### src/rtl/pcie_ats_csr_pkg.sv
// ---------------------------------------------------------------------------
// pcie_ats_csr_pkg
// Shared constants and types for the PCIe ATS capability CSR feature:
// register byte offsets, CAP_STATUS field positions, PF limit, the 64-bit
// CSR word type and the packed capability-vector struct.
// ---------------------------------------------------------------------------
package pcie_ats_csr_pkg;

  localparam int MAX_PFS = 16;

  localparam int OFF_DFH        = 'h00;
  localparam int OFF_SCRATCHPAD = 'h08;
  localparam int OFF_CAP_STATUS = 'h10;
  localparam int OFF_TOPOLOGY   = 'h18;
  localparam int OFF_ATS_EN_CTL = 'h20;
  localparam int OFF_TESTPAD    = 'h28;
  localparam int OFF_INV_CNT    = 'h40;
  localparam int INV_CNT_STRIDE = 8;

  localparam int CAP_ATS_LSB    = 0;
  localparam int CAP_VF_ATS_LSB = 16;
  localparam int CAP_PRS_LSB    = 32;
  localparam int CAP_PASID_LSB  = 48;

  localparam int          CNT_W   = 32;
  localparam logic [31:0] CNT_MAX = 32'hFFFF_FFFF;

  typedef logic [63:0] csr_word_t;

  typedef struct packed {
    logic [15:0] pasid;
    logic [15:0] prs;
    logic [15:0] vf_ats;
    logic [15:0] ats;
  } cap_vec_t;

endpackage

### src/rtl/pcie_ats_inv_counter.sv
// ---------------------------------------------------------------------------
// pcie_ats_inv_counter
// One saturating 32-bit ATS invalidation counter.
// Ports:
//   clk, rst  clock, async active-high reset
//   en        counting allowed (per-PF ATS enable)
//   inc       one-cycle invalidation request
//   clr       clear request; an enabled increment in the same cycle wins
//             over the clear, leaving the counter at 1
//   count     current count
// ---------------------------------------------------------------------------
module pcie_ats_inv_counter
  import pcie_ats_csr_pkg::*;
(
  input  logic             clk,
  input  logic             rst,
  input  logic             en,
  input  logic             inc,
  input  logic             clr,
  output logic [CNT_W-1:0] count
);

  logic hit;
  assign hit = en & inc;

  always_ff @(posedge clk or posedge rst) begin
    if (rst) begin
      count <= '0;
    end else if (clr) begin
      count <= hit ? CNT_W'(1) : '0;
    end else if (hit && (count != CNT_MAX)) begin
      count <= count + CNT_W'(1);
    end
  end

endmodule

### src/rtl/pcie_ats_cap_csr.sv
// ---------------------------------------------------------------------------
// pcie_ats_cap_csr
// CSR feature exposing per-PF ATS / VF-ATS / PRS / PASID capability info,
// scratch/test registers, per-PF ATS enables and (optionally) per-PF ATS
// invalidation counters.
// Build option: OFS_PCIE_ATS_INV_CNT_EN builds the INV_CNT registers and
// counters; without it inv_pulse is ignored and 0x40+ reads return 0.
// Ports:
//   clk, rst                 clock, async active-high reset
//   cmd_valid/ready/write    command handshake (write=1, read=0)
//   cmd_addr, cmd_wdata      byte offset (bits [2:0] ignored), write data
//   rsp_valid/ready, rsp_data read response, one read outstanding
//   inv_pulse                per-PF one-cycle invalidation request
//   ats_en                   per-PF ATS enable to PCIe SS
// ---------------------------------------------------------------------------
module pcie_ats_cap_csr
  import pcie_ats_csr_pkg::*;
#(
  parameter int                 NUM_PFS        = 1,
  parameter int                 NUM_LINKS      = 1,
  parameter int                 ADDR_W         = 12,
  parameter logic [63:0]        DFH_VALUE      = 64'h0,
  parameter logic [NUM_PFS-1:0] ATS_CAP_VEC    = '0,
  parameter logic [NUM_PFS-1:0] VF_ATS_CAP_VEC = '0,
  parameter logic [NUM_PFS-1:0] PRS_CAP_VEC    = '0,
  parameter logic [NUM_PFS-1:0] PASID_CAP_VEC  = '0
) (
  input  logic               clk,
  input  logic               rst,
  input  logic               cmd_valid,
  output logic               cmd_ready,
  input  logic               cmd_write,
  input  logic [ADDR_W-1:0]  cmd_addr,
  input  logic [63:0]        cmd_wdata,
  output logic               rsp_valid,
  input  logic               rsp_ready,
  output logic [63:0]        rsp_data,
  input  logic [NUM_PFS-1:0] inv_pulse,
  output logic [NUM_PFS-1:0] ats_en
);

  cap_vec_t          caps;
  csr_word_t         cap_status;
  csr_word_t         topology;
  csr_word_t         rd_word;
  csr_word_t         scratchpad;
  csr_word_t         testpad;
  logic [NUM_PFS-1:0] ats_en_ctl;
  logic [ADDR_W-1:0] addr_al;
  logic              rd_acc;
  logic              wr_acc;

  assign caps.ats    = 16'(ATS_CAP_VEC);
  assign caps.vf_ats = 16'(VF_ATS_CAP_VEC);
  assign caps.prs    = 16'(PRS_CAP_VEC);
  assign caps.pasid  = 16'(PASID_CAP_VEC);

  assign cap_status = (64'(caps.ats)    << CAP_ATS_LSB)
                    | (64'(caps.vf_ats) << CAP_VF_ATS_LSB)
                    | (64'(caps.prs)    << CAP_PRS_LSB)
                    | (64'(caps.pasid)  << CAP_PASID_LSB);

  assign topology = {48'h0, 8'(NUM_LINKS), 8'(NUM_PFS)};

  assign addr_al   = {cmd_addr[ADDR_W-1:3], 3'b000};
  assign cmd_ready = !rsp_valid | rsp_ready;
  assign rd_acc    = cmd_valid & cmd_ready & !cmd_write;
  assign wr_acc    = cmd_valid & cmd_ready & cmd_write;
  assign ats_en    = ats_en_ctl;

`ifdef OFS_PCIE_ATS_INV_CNT_EN
  logic [CNT_W-1:0]  inv_cnt [NUM_PFS];
  logic [NUM_PFS-1:0] inv_clr;

  always_comb begin
    inv_clr = '0;
    for (int p = 0; p < NUM_PFS; p++) begin
      if (wr_acc && (addr_al == ADDR_W'(OFF_INV_CNT + INV_CNT_STRIDE * p))) begin
        inv_clr[p] = 1'b1;
      end
    end
  end

  // Counters see the enable as it stood before any same-cycle ATS_EN_CTL write.
  for (genvar p = 0; p < NUM_PFS; p++) begin : g_inv_cnt
    pcie_ats_inv_counter u_cnt (
      .clk   (clk),
      .rst   (rst),
      .en    (ats_en_ctl[p]),
      .inc   (inv_pulse[p]),
      .clr   (inv_clr[p]),
      .count (inv_cnt[p])
    );
  end

  logic unused_bits;
  assign unused_bits = ^cmd_addr[2:0];
`else
  logic unused_bits;
  assign unused_bits = ^{cmd_addr[2:0], inv_pulse};
`endif

  always_comb begin
    rd_word = '0;
    case (addr_al)
      ADDR_W'(OFF_DFH):        rd_word = DFH_VALUE;
      ADDR_W'(OFF_SCRATCHPAD): rd_word = scratchpad;
      ADDR_W'(OFF_CAP_STATUS): rd_word = cap_status;
      ADDR_W'(OFF_TOPOLOGY):   rd_word = topology;
      ADDR_W'(OFF_ATS_EN_CTL): rd_word = 64'(ats_en_ctl);
      ADDR_W'(OFF_TESTPAD):    rd_word = testpad;
      default:                 rd_word = '0;
    endcase
`ifdef OFS_PCIE_ATS_INV_CNT_EN
    for (int p = 0; p < NUM_PFS; p++) begin
      if (addr_al == ADDR_W'(OFF_INV_CNT + INV_CNT_STRIDE * p)) begin
        rd_word = {32'h0, inv_cnt[p]};
      end
    end
`endif
  end

  always_ff @(posedge clk or posedge rst) begin
    if (rst) begin
      scratchpad <= '0;
      testpad    <= '0;
      ats_en_ctl <= '0;
    end else if (wr_acc) begin
      case (addr_al)
        ADDR_W'(OFF_SCRATCHPAD): scratchpad <= cmd_wdata;
        ADDR_W'(OFF_ATS_EN_CTL): ats_en_ctl <= cmd_wdata[NUM_PFS-1:0] & ATS_CAP_VEC;
        ADDR_W'(OFF_TESTPAD):    testpad    <= cmd_wdata;
        default: ;
      endcase
    end
  end

  // Read data is captured from pre-edge state; it is held until consumed.
  always_ff @(posedge clk or posedge rst) begin
    if (rst) begin
      rsp_valid <= 1'b0;
      rsp_data  <= '0;
    end else if (rd_acc) begin
      rsp_valid <= 1'b1;
      rsp_data  <= rd_word;
    end else if (rsp_ready) begin
      rsp_valid <= 1'b0;
    end
  end

endmodule

### config.mk
export PLATFORM = sky130hd
export DESIGN_NAME = pcie_ats_cap_csr
export DESIGN_NICKNAME = d
export VERILOG_FILES = /design/src/rtl/pcie_ats_csr_pkg.sv /design/src/rtl/pcie_ats_inv_counter.sv /design/src/rtl/pcie_ats_cap_csr.sv
export SDC_FILE = /design/constraint.sdc
export NUM_CORES = 1
export LEC_CHECK = 0
export CORE_AREA = 2 2 120 122
export CTS_BUF_LIST = sky130_fd_sc_hd__clkbuf_8
export CTS_CLUSTER_SIZE = 40
export DETAILED_ROUTE_END_ITERATION = 6
export DIE_AREA = 0 0 122 124
export GPL_ROUTABILITY_DRIVEN = 1
export PLACE_DENSITY = 0.9
export SLEW_MARGIN = 5
export SYNTH_ARGS = -nofsm -noshare
export SYNTH_HDL_FRONTEND = slang
export SYNTH_SLANG_ARGS = --single-unit
### constraint.sdc
create_clock -name clk -period 10.3 [get_ports clk]
set_clock_uncertainty 0.15 [all_clocks]
set_input_delay 2.06 -clock clk [delete_from_list [all_inputs] [get_ports clk]]
set_output_delay 2.06 -clock clk [all_outputs]
set_load 0.1 [all_outputs]
# Word-level counts from Yosys, hierarchy flattened
# Index checks and enable logic that the tools add are counted.
classes:
  n_eq_ne: 3
  mux: 3
  n_bitwise: 4
  n_reduce_logical: 5
op_table:
  columns: ["cell", "count"]
  rows:
  - ["one-hot mux 64 bit (3 select lines)", 1]
  - ["equality test 9 x 1 -> 1 bit (second input constant)", 1]
  - ["equality test 9 x 2 -> 1 bit (second input constant)", 1]
  - ["equality test 9 x 3 -> 1 bit (second input constant)", 1]
  - ["AND reduction 2 bit", 2]
  - ["AND 1 bit", 3]
  - ["logical NOT 1 bit", 2]
  - ["two-way mux 1 bit", 2]
  - ["nonzero test 2 bit", 1]
  - ["OR 1 bit", 1]
word_totals:
  register_bits: 193
  inputBits: 82
  output_inout_bits: 67
  wordCells: 19

# Longest topological paths before layout
# Gate-level depths: netlist (run 1).
depth:
  word_depth: 5
  depth_mapped: 6
  ltp_nobuf: 4

# Worst setup path after synthesis (run 1)
# No wires, ideal clock.
synth_timing:
  path_kind: "in2out"
  startpoint: "input rsp_ready"
  endpoint: "output cmd_ready"
  t_arrival_ps: 2879
  required_ps: 8090
  slack_ps: 5211
  cell_stages: 1
  path_buffers: 0
  cell_sequence: "nand2b_1"
synth_via:
  elab_chain_cells: 1
synth_lines:
  columns: ["item", "line", "source"]
  rows:
  - ["from (decl)", "pcie_ats_cap_csr.sv:36", "input logic rsp_ready,"]
  - ["OR 1 bit", "pcie_ats_cap_csr.sv:66", "assign cmd_ready = !rsp_valid | rsp_ready;"]
  - ["to (decl)", "pcie_ats_cap_csr.sv:31", "output logic cmd_ready,"]
# Every way passes these cells.

# Final worst setup path (run 1)
# Same ends and word-level chain as after synthesis.

==> results of run 1 <==
[worst paths after layout]
path                                            end  slack (ns)  cells past startpoint
max                                       cmd_ready        4.20                      3
min                        rsp_data[32]$_DFFE_PP0P_        0.33                      2
max reg2reg                rsp_data[59]$_DFFE_PP0P_        7.35                      5
min reg2reg                rsp_data[32]$_DFFE_PP0P_        0.33                      2
max in group asynchronous  rsp_data[39]$_DFFE_PP0P_        6.35                      3
min in group asynchronous  rsp_data[48]$_DFFE_PP0P_        2.00                      2
[final cells by class]
| class | instances | area (µm²) | share of cell area (%) |
|---|---|---|---|
| flip-flops and latches | 193 | 4830 | 49.8 |
| multi-input cells | 339 | 2780 | 28.6 |
| repair buffers | 148 | 1470 | 15.1 |
| clock buffers | 18 | 248 | 2.55 |
| well taps | 180 | 225 | 2.32 |
| clock inverters | 13 | 146 | 1.51 |
| inverters | 1 | 8.76 | 0.0903 |
[power by group]
part           internal, mW  total, mW  switching (mW)  leakage (nW)
logic                0.0398     0.0863          0.0465          1.73
clock network         0.242      0.488           0.246         0.212
registers             0.764      0.768         0.00382          2.69
[cell families (layout without fill, tap and decap cells)]
kind of cell           Yosys count  in the layout  synth area share, %
AOI/OAI and AO/OA               67             67                 4.39
buffers and inverters           35            180                 2.88
DFF                            193            193                 61.7
muxes                          190            190                 26.3
other                            1              1               0.0479
and+or+nand+nor                 81             81                 4.70
[cells in the mapped netlist]
| master | n |
|---|---|
| or4_4 | 1 |
| clkbuf_1 | 20 |
| nand2_1 | 67 |
| mux2_2 | 117 |
| mux2i_1 | 62 |
| conb_1 | 1 |
| nor4_4 | 2 |
| nand2b_1 | 2 |
| nor2_1 | 4 |
| or4b_1 | 1 |
| o21ai_0 | 62 |
| buf_6 | 12 |
| a21oi_1 | 2 |
| nand3_1 | 1 |
| inv_1 | 1 |
| buf_4 | 1 |
| buf_1 | 1 |
| nor2b_1 | 1 |
| nand3b_1 | 1 |
| a2111oi_0 | 1 |
| dfrtp_1 | 193 |
| o31ai_1 | 2 |
| or3_1 | 1 |
| mux2_1 | 11 |
[sequential cells by signal (all words and copies together), names as in the netlist]
register and flops:
scratchpad 64, rsp_valid 1, testpad 64, rsp_data 64
[per-stage QoR]
stage / worst slack, ns / total power, mW
6_report: 4.20 / 1.34
5_1_grt: 4.15 / 1.39
4_1_cts: 4.21 / 1.35
3_5_place_dp: 4.22 / 0.870
3_3_place_gp: 4.24 / 0.866
2_1_floorplan: 2.83 / 0.825
[layer usage]
layer / wire, µm / share of wire [%]
met2: 8780 / 53
met1: 6680 / 40
met3: 776 / 4.7
met4: 337 / 2.0
met5: 0 / 0
[worst min-delay path, stage by stage, from the launching register on]
cell	delay (ns)
dfrtp_1	0.35
nand2_1	0.05
o21ai_0	0.06
==> flow_metrics.env, run 1 <==
export IMPL_rr_startpoint="rsp_valid$_DFFE_PP0P_"
export IMPL_setup_tns_ns=0
export IMPL_grt_max_degree=109
export IMPL_holdWs_ns=0.333
export IMPL_pwr_density_cell_nw_per_um2=138
export IMPL_synth_top_area_share_pct=61.7
export IMPL_wire_per_inst_um=18.6
export IMPL_path_delay_family="buffers and inverters"
export IMPL_rows=43
export IMPL_yosysSeqAreaShare_pct=61.7
export IMPL_maxSlewViolCount=0
export IMPL_grt_use_met3_pct=4.76
export IMPL_period_share_pct=59.2
export IMPL_path_buf_inv=2
export IMPL_insertion_delay_ns=0.45
export IMPL_p_leak_nw=4.64
export IMPL_cts_htree_levels=4
export IMPL_antenna_found_initial=0
export IMPL_clkTransAtPathRegs_ns=0.09
export IMPL_post_cts_setup_buffers=0
export IMPL_arrival_ns=3.89
export IMPL_outcome="finished, final reports clean"
export IMPL_grt_first_pass_wirelength_um=26400
export IMPL_io_buffers=143
export IMPL_grt_usage_pct=22.9
export IMPL_max_stage_delay_ns=1.17
export IMPL_synth_nets=649
export IMPL_tightestPinTransition_ns=1.17
export IMPL_dp_hpwl_um=10200
export IMPL_max_freq_mhz=164
export IMPL_syn_area_per_cell_um2=13.8
export IMPL_final_cell_mix="dfrtp_1, clkdlybuf4s50_1, mux2_2"
export IMPL_clock_sinks=193
export IMPL_required_ns=8.09
export IMPL_drc=0
export IMPL_synth_cells=567
export IMPL_dp_cells=861
export IMPL_hp_start="rsp_data[32]$_DFFE_PP0P_"
export IMPL_syn_cell_area_um2=7830
export IMPL_grt_pass1_vias=5308
export IMPL_fin_crit_ns=6.10
export IMPL_drt_iter0_drc=303
export IMPL_cts_tree="built"
export IMPL_num_antenna_cells=0
export IMPL_syn_to_final_growth_pct=23.9
export IMPL_synth_cell_types=24
export IMPL_met1_usage_pct=27.8
export IMPL_wl_um=16600
export IMPL_ios=149
export IMPL_final_util_pct=70.7
export IMPL_cpMostUsedCell="clkdlybuf4s50_1"
export IMPL_core_area_um2=13700
export IMPL_finalHoldViolCount=0
export IMPL_grtUsageMet2_pct=40.4
export IMPL_setup_worst_path_start="rsp_ready"
export IMPL_ctsResizeCount=0
export IMPL_place_gp_congestion=0.719
export IMPL_yosys_area_top_type="dfrtp_1"
export IMPL_rsz0062_at_grt="false"
export IMPL_viasPerCell=5.55
export IMPL_final_common_cell="dfrtp_1"
export IMPL_cts_root_buf="clkbuf_8"
export IMPL_cp_max_fo=5
export IMPL_fin_nets=782
export IMPL_ys_ff_latch=193
export IMPL_drive_gt1_share_pct=21.9
export IMPL_top_usage_layer="met2"
export IMPL_cpMaxStageDelayCell="clkdlybuf4s50_1"
export IMPL_hold_buffers=0
export IMPL_dr_pass1_iters=4
export IMPL_grt_overflow_total=0
export IMPL_path_class="in -> out"
export IMPL_start_util_pct=57.1
export IMPL_finalNonFillerCells=892
export IMPL_die_h_um=124
export IMPL_crit_path_end_kind="primary output"
export IMPL_cts_buffer_depth=2
export IMPL_antenna_left=0
export IMPL_cp_cell_sequence="clkdlybuf4s50_1, nand2b_1, clkdlybuf4s50_1"
export IMPL_dieArea_um2=15100
export IMPL_drv_cap=0
export IMPL_placed_cell_area_um2=9310
export IMPL_yosysWarnings=0
export IMPL_cts_buffers=17
export IMPL_critPathLaunchType="input port"
export IMPL_ys_top_cells_by_area="dfrtp_1, mux2_2, mux2i_1, o21ai_0, nand2_1"
export IMPL_setup_viol=0
export IMPL_peakVddDrop_uv=88.4
export IMPL_vias=4953
export IMPL_nFillCells=965
export IMPL_maxSlewHeadroom_pct=21.8
export IMPL_die_w_um=122
export IMPL_fin_area_um2=9700
export IMPL_hp_class="reg -> reg"
(Power assumes the default switching activity.)
==> run 2: changes to the inputs <==
--- a/config.mk
+++ b/config.mk
@@ -5,13 +5,13 @@
 export SDC_FILE = /design/constraint.sdc
 export NUM_CORES = 1
 export LEC_CHECK = 0
-export CORE_AREA = 2 2 120 122
+export CORE_AREA = 2 2 130 132
 export CTS_BUF_LIST = sky130_fd_sc_hd__clkbuf_8
 export CTS_CLUSTER_SIZE = 40
 export DETAILED_ROUTE_END_ITERATION = 6
-export DIE_AREA = 0 0 122 124
+export DIE_AREA = 0 0 132 134
 export GPL_ROUTABILITY_DRIVEN = 1
-export PLACE_DENSITY = 0.9
+export PLACE_DENSITY = 0.82
 export SLEW_MARGIN = 5
 export SYNTH_ARGS = -nofsm -noshare
 export SYNTH_HDL_FRONTEND = slang
==> constraint.sdc (replaced) <==
create_clock -name clk -period 5.6 [get_ports clk]
set_clock_uncertainty 0.15 [all_clocks]
set_input_delay 1.12 -clock clk [delete_from_list [all_inputs] [get_ports clk]]
set_output_delay 1.12 -clock clk [all_outputs]
set_load 0.1 [all_outputs]
==> run 2 against run 1 <==
  * Largest cell class unchanged
  * First-iteration DRC count decreased by 24%
  * Sequential cell count unchanged
  * Routed wire length decreased by 2.4%
  * Total power increased by 81%
  * Setup slack got worse by 2.8 ns
  * Count of clock-buffer cells in the layout decreased by 1
  * Hold slack got worse by 0.0021 ns
  * Largest power group unchanged
==> flow_metrics.env, run 2 (synthesis results as in run 1) <==
export IMPL_outcome="finished, final reports clean"
export IMPL_reg_largest_list="rsp_data x64, scratchpad x64, testpad x64"
export IMPL_vias=4920
export IMPL_hold_buffers=0
export IMPL_maxSlewHeadroom_pct=18.1
export IMPL_max_freq_mhz=238
export IMPL_grt_pass1_vias=5170
export IMPL_p_leak_nw=4.63
export IMPL_drv_cap=0
export IMPL_fin_nets=783
export IMPL_dp_hpwl_um=9950
export IMPL_syn_to_final_growth_pct=24.6
export IMPL_drt_iter0_drc=231
export IMPL_die_w_um=132
export IMPL_cp_max_fo=5
export IMPL_cts_buffer_depth=2
export IMPL_peakVddDrop_uv=176
export IMPL_post_cts_setup_buffers=0
export IMPL_grt_first_pass_wirelength_um=26500
export IMPL_grt_max_degree=110
export IMPL_fin_crit_ns=4.20
export IMPL_wire_per_inst_um=17.3
export IMPL_setup_viol=0
export IMPL_ctsResizeCount=0
export IMPL_start_util_pct=48.1
export IMPL_setup_tns_ns=0
export IMPL_cts_tree="built"
export IMPL_final_common_cell="dfrtp_1"
export IMPL_finalNonFillerCells=934
export IMPL_cts_buffers=17
export IMPL_critPathLaunchType="input port"
export IMPL_grt_usage_pct=19.1
export IMPL_dieArea_um2=17700
export IMPL_period_share_pct=75.0
export IMPL_viasPerCell=5.27
export IMPL_cpMostUsedCell="clkdlybuf4s50_1"
export IMPL_io_buffers=143
export IMPL_antenna_left=0
export IMPL_insertion_delay_ns=0.45
export IMPL_path_buf_inv=2
export IMPL_arrival_ns=2.93
export IMPL_dp_cells=902
export IMPL_ios=149
export IMPL_pwr_density_cell_nw_per_um2=249
export IMPL_drive_gt1_share_pct=22.3
export IMPL_max_stage_delay_ns=1.17
export IMPL_crit_path_end_kind="primary output"
export IMPL_required_ns=4.33
export IMPL_finalHoldViolCount=0
export IMPL_path_class="in -> out"
export IMPL_die_h_um=134
export IMPL_clock_sinks=193
export IMPL_cts_root_buf="clkbuf_8"
export IMPL_wl_um=16200
export IMPL_place_gp_congestion=0.767
export IMPL_rsz0062_at_grt="false"
export IMPL_drc=0
export IMPL_dr_pass1_iters=4
export IMPL_maxSlewViolCount=0
export IMPL_num_antenna_cells=0
export IMPL_final_cell_mix="dfrtp_1, clkdlybuf4s50_1, mux2_2"
export IMPL_core_area_um2=16300
export IMPL_hp_class="reg -> reg"
export IMPL_tightestPinTransition_ns=1.23
export IMPL_cpMaxStageDelayCell="clkdlybuf4s50_1"
export IMPL_grt_overflow_total=0
export IMPL_path_delay_family="buffers and inverters"
export IMPL_holdWs_ns=0.331
export IMPL_cp_cell_sequence="clkdlybuf4s50_1, nand2b_1, clkdlybuf4s50_1"
export IMPL_clkTransAtPathRegs_ns=0.08
export IMPL_antenna_found_initial=0
export IMPL_rows=47
export IMPL_cts_htree_levels=4
-- run 2: changes by cell type in the layout (fill, tap and decap cells not counted), sizes merged --
cell and change:
buf +1, bufinv -1, clkbuf -1, clkinv +2
clkinvlp +1
-- run 2: path summary, 6_finish.rpt --
kind / slack [ns] / to / from / cells past startpoint
setup / recovery: 1.40 / cmd_ready / rsp_ready / 3
hold / removal: 0.33 / rsp_data[27]$_DFFE_PP0P_ / rsp_data[27]$_DFFE_PP0P_ / 2
setup reg to reg: 3.08 / testpad[20]$_DFFE_PP0P_ / rsp_valid$_DFFE_PP0P_ / 5
hold reg to reg: 0.33 / rsp_data[27]$_DFFE_PP0P_ / rsp_data[27]$_DFFE_PP0P_ / 2
max in group asynchronous: 3.15 / rsp_data[61]$_DFFE_PP0P_ / rst / 3
min in group asynchronous: 1.07 / testpad[31]$_DFFE_PP0P_ / rst / 2
-- run 2: metrics by stage --
stage          util (%)  total power [mW]  area [µm²]  setup slack [ns]
2_1_floorplan         -              1.52        7840              1.84
4_1_cts            59.9              2.47        9760              1.41
3_3_place_gp       57.6              1.59        9380              1.43
6_report           59.9              2.43        9760              1.40
3_5_place_dp       57.6              1.60        9380              1.41
5_1_grt            59.9              2.54        9760              1.37
-- run 2: layout make-up --
| type | instances | area, µm² |
|---|---|---|
| fill | 1301 | 6530 |
| inverter | 1 | 7.51 |
| sequential | 193 | 4830 |
| timing repair buffer | 149 | 1490 |
| multi-input combinational | 339 | 2780 |
| clock inverter | 15 | 144 |
| clock buffer | 17 | 234 |
| tap | 220 | 275 |
-- run 2: tightest hold or removal path, stage by stage, from the launching register on --
cell and delay (ns):
dfrtp_1 0.35, nand2_1 0.04, o21ai_0 0.06
-- run 2: report_power, final --
group,internal [mW],total (mW),switching [mW]
combinational,0.0745,0.160,0.0853
clock,0.394,0.862,0.468
sequential,1.41,1.41,0.00643
total,1.87,2.43,0.560
-- run 2: layer usage --
metal  part of all wire, %  global-route usage (%)  routed length [µm]  vias up
met5                     0                       0                   0        -
met4                   2.0                    7.19                 324        0
met3                   4.9                    4.27                 791       22
met2                    50                    31.7                8120      123
met1                    43                    24.8                6950     2532
li1                      -                       -                   -     2243
==> run 3: changes to the inputs <==
==> constraint.sdc (replaced) <==
create_clock -name clk -period 3.7 [get_ports clk]
set_clock_uncertainty 0.15 [all_clocks]
set_input_delay 0.74 -clock clk [delete_from_list [all_inputs] [get_ports clk]]
set_output_delay 0.74 -clock clk [all_outputs]
set_load 0.1 [all_outputs]
==> run 3 against run 2 <==
  * Sequential share of layout area down 0.36 points
  * Final area up 0.73%
  * Total power up 53%
  * Combinational power up 52%
  * Largest cell class unchanged
  * Largest power group unchanged
==> flow_metrics.env, run 3 (synthesis results as in run 1) <==
export IMPL_outcome="finished, final reports clean"
export IMPL_ctsResizeCount=0
export IMPL_antenna_left=0
export IMPL_max_stage_delay_ns=1.17
export IMPL_finalNonFillerCells=936
export IMPL_dp_hpwl_um=10200
export IMPL_syn_to_final_growth_pct=25.5
export IMPL_fin_nets=785
export IMPL_setup_tns_ns=0
export IMPL_die_w_um=132
export IMPL_grt_usage_pct=19.6
export IMPL_maxSlewHeadroom_pct=31.4
export IMPL_setup_viol=0
export IMPL_maxSlewViolCount=0
export IMPL_antenna_found_initial=0
export IMPL_grt_pass1_vias=5424
export IMPL_p_sw_uw=870
export IMPL_grt_overflow_total=0
export IMPL_top_layer="met4"
export IMPL_drc=0
export IMPL_cts_tree="built"
export IMPL_hold_depth=2
export IMPL_hp_class="reg -> reg"
export IMPL_fin_crit_ns=2.88
export IMPL_rrSetupSlack_ns=1.63
export IMPL_ios=149
export IMPL_die_h_um=134
export IMPL_peakVddDrop_uv=220
export IMPL_path_delay_family="buffers and inverters"
export IMPL_start_util_pct=48.1
export IMPL_m1WireLength_um=7180
export IMPL_cts_root_buf="clkbuf_8"
export IMPL_final_util_pct=60.3
export IMPL_power_frac_comb_pct=6.5
export IMPL_viasPerCell=5.29
export IMPL_arrival_ns=1.99
export IMPL_grt_first_pass_wirelength_um=27200
export IMPL_final_cell_mix="dfrtp_1, clkdlybuf4s50_1, mux2_2"
export IMPL_cp_depth=1
export IMPL_hold_buffers=0
export IMPL_drv_cap=0
export IMPL_drive_gt1_share_pct=22.6
export IMPL_power_frac_seq_pct=57.3
export IMPL_internal_power_mw=2.86
export IMPL_required_ns=2.81
export IMPL_power_frac_clock_pct=36.2
export IMPL_cts_buffer_depth=2
export IMPL_clock_sinks=193
export IMPL_cts_htree_levels=4
export IMPL_wire_per_inst_um=17.6
export IMPL_wl_um=16500
export IMPL_cts_buffers=17
export IMPL_cp_cell_sequence="clkdlybuf4s50_1"
export IMPL_p_leak_nw=4.66
export IMPL_finalHoldViolCount=0
export IMPL_dr_pass1_iters=4
export IMPL_insertion_delay_ns=0.46
export IMPL_cp_max_fo=2
export IMPL_wl_met3_um=761
export IMPL_p_sw_share_pct=23.3
export IMPL_max_freq_mhz=347
export IMPL_pwr_density_cell_nw_per_um2=379
export IMPL_period_share_pct=77.9
export IMPL_path_buf_inv=1
export IMPL_num_antenna_cells=0
export IMPL_place_gp_congestion=0.769
export IMPL_path_class="reg -> out"
export IMPL_core_area_um2=16300
export IMPL_wl_met2_um=8240
export IMPL_final_common_cell="dfrtp_1"
export IMPL_dieArea_um2=17700
export IMPL_post_cts_setup_buffers=0
export IMPL_critPathLaunchType="flop"
export IMPL_rows=47
export IMPL_vias=4952
export IMPL_dp_cells=904
export IMPL_rsz0062_at_grt="false"
export IMPL_grt_max_degree=110
export IMPL_drt_iter0_drc=286
export IMPL_cpMaxStageDelayCell="clkdlybuf4s50_1"
export IMPL_reg_largest_list="rsp_data x64, scratchpad x64, testpad x64"
export IMPL_crit_path_end_kind="primary output"
export IMPL_clkTransAtPathRegs_ns=0.10
export IMPL_io_buffers=143
export IMPL_reg2reg_depth=5
export IMPL_tightestPinTransition_ns=1.03
==> run 3: power groups by stage <==
stage,Combinational [mW],Clock [mW],Sequential (mW)
after floorplan,0.111,0,2.19
after global placement,0.239,0,2.18
after detailed placement,0.246,0,2.18
after CTS,0.247,1.39,2.14
after global routing,0.265,1.48,2.14
final,0.243,1.35,2.14
==> run 3: stage by stage <==
step	hold slack (ns)	worst slack, ns	instance area (µm²)	power, mW
after floorplan	0.307	0.320	7840	2.30
after global placement	0.311	0.473	9440	2.42
after detailed placement	0.319	0.406	9440	2.43
after CTS	0.341	0.773	9830	3.77
after global routing	0.362	0.745	9830	3.89
final	0.334	0.817	9830	3.73
==> run 3: layout make-up <==
| type | instances | area (µm²) |
|---|---|---|
| fillers | 1243 | 6460 |
| multi-input cells | 339 | 2780 |
| clock buffers | 18 | 248 |
| well taps | 220 | 275 |
| repair buffers | 151 | 1550 |
| clock inverters | 14 | 141 |
| flip-flops and latches | 193 | 4830 |
| inverters | 1 | 7.51 |
==> run 3: worst reg2reg max path, stage by stage (launching register included) <==
cell and delay (ns):
dfrtp_1 0.39, nand2b_1 0.16, nand2_1 0.12, nor4_4 0.45
buf_12 0.28, mux2_2 0.39
==> run 3: layer usage <==
layer  up-vias  GRT usage [%]
met5         -              0
met4         0           7.85
met3        25           5.03
met2       121           32.5
met1      2563           24.7
li1       2243              -
==> run 3: final timing paths <==
| kind | to | start |
|---|---|---|
| max | rsp_data[48] | rsp_data[48]$_DFFE_PP0P_ |
| min | rsp_data[6]$_DFFE_PP0P_ | rsp_data[6]$_DFFE_PP0P_ |
| max reg2reg | testpad[31]$_DFFE_PP0P_ | rsp_valid$_DFFE_PP0P_ |
| min reg2reg | rsp_data[6]$_DFFE_PP0P_ | rsp_data[6]$_DFFE_PP0P_ |
| max in group asynchronous | scratchpad[1]$_DFFE_PP0P_ | rst |
| min in group asynchronous | testpad[30]$_DFFE_PP0P_ | rst |
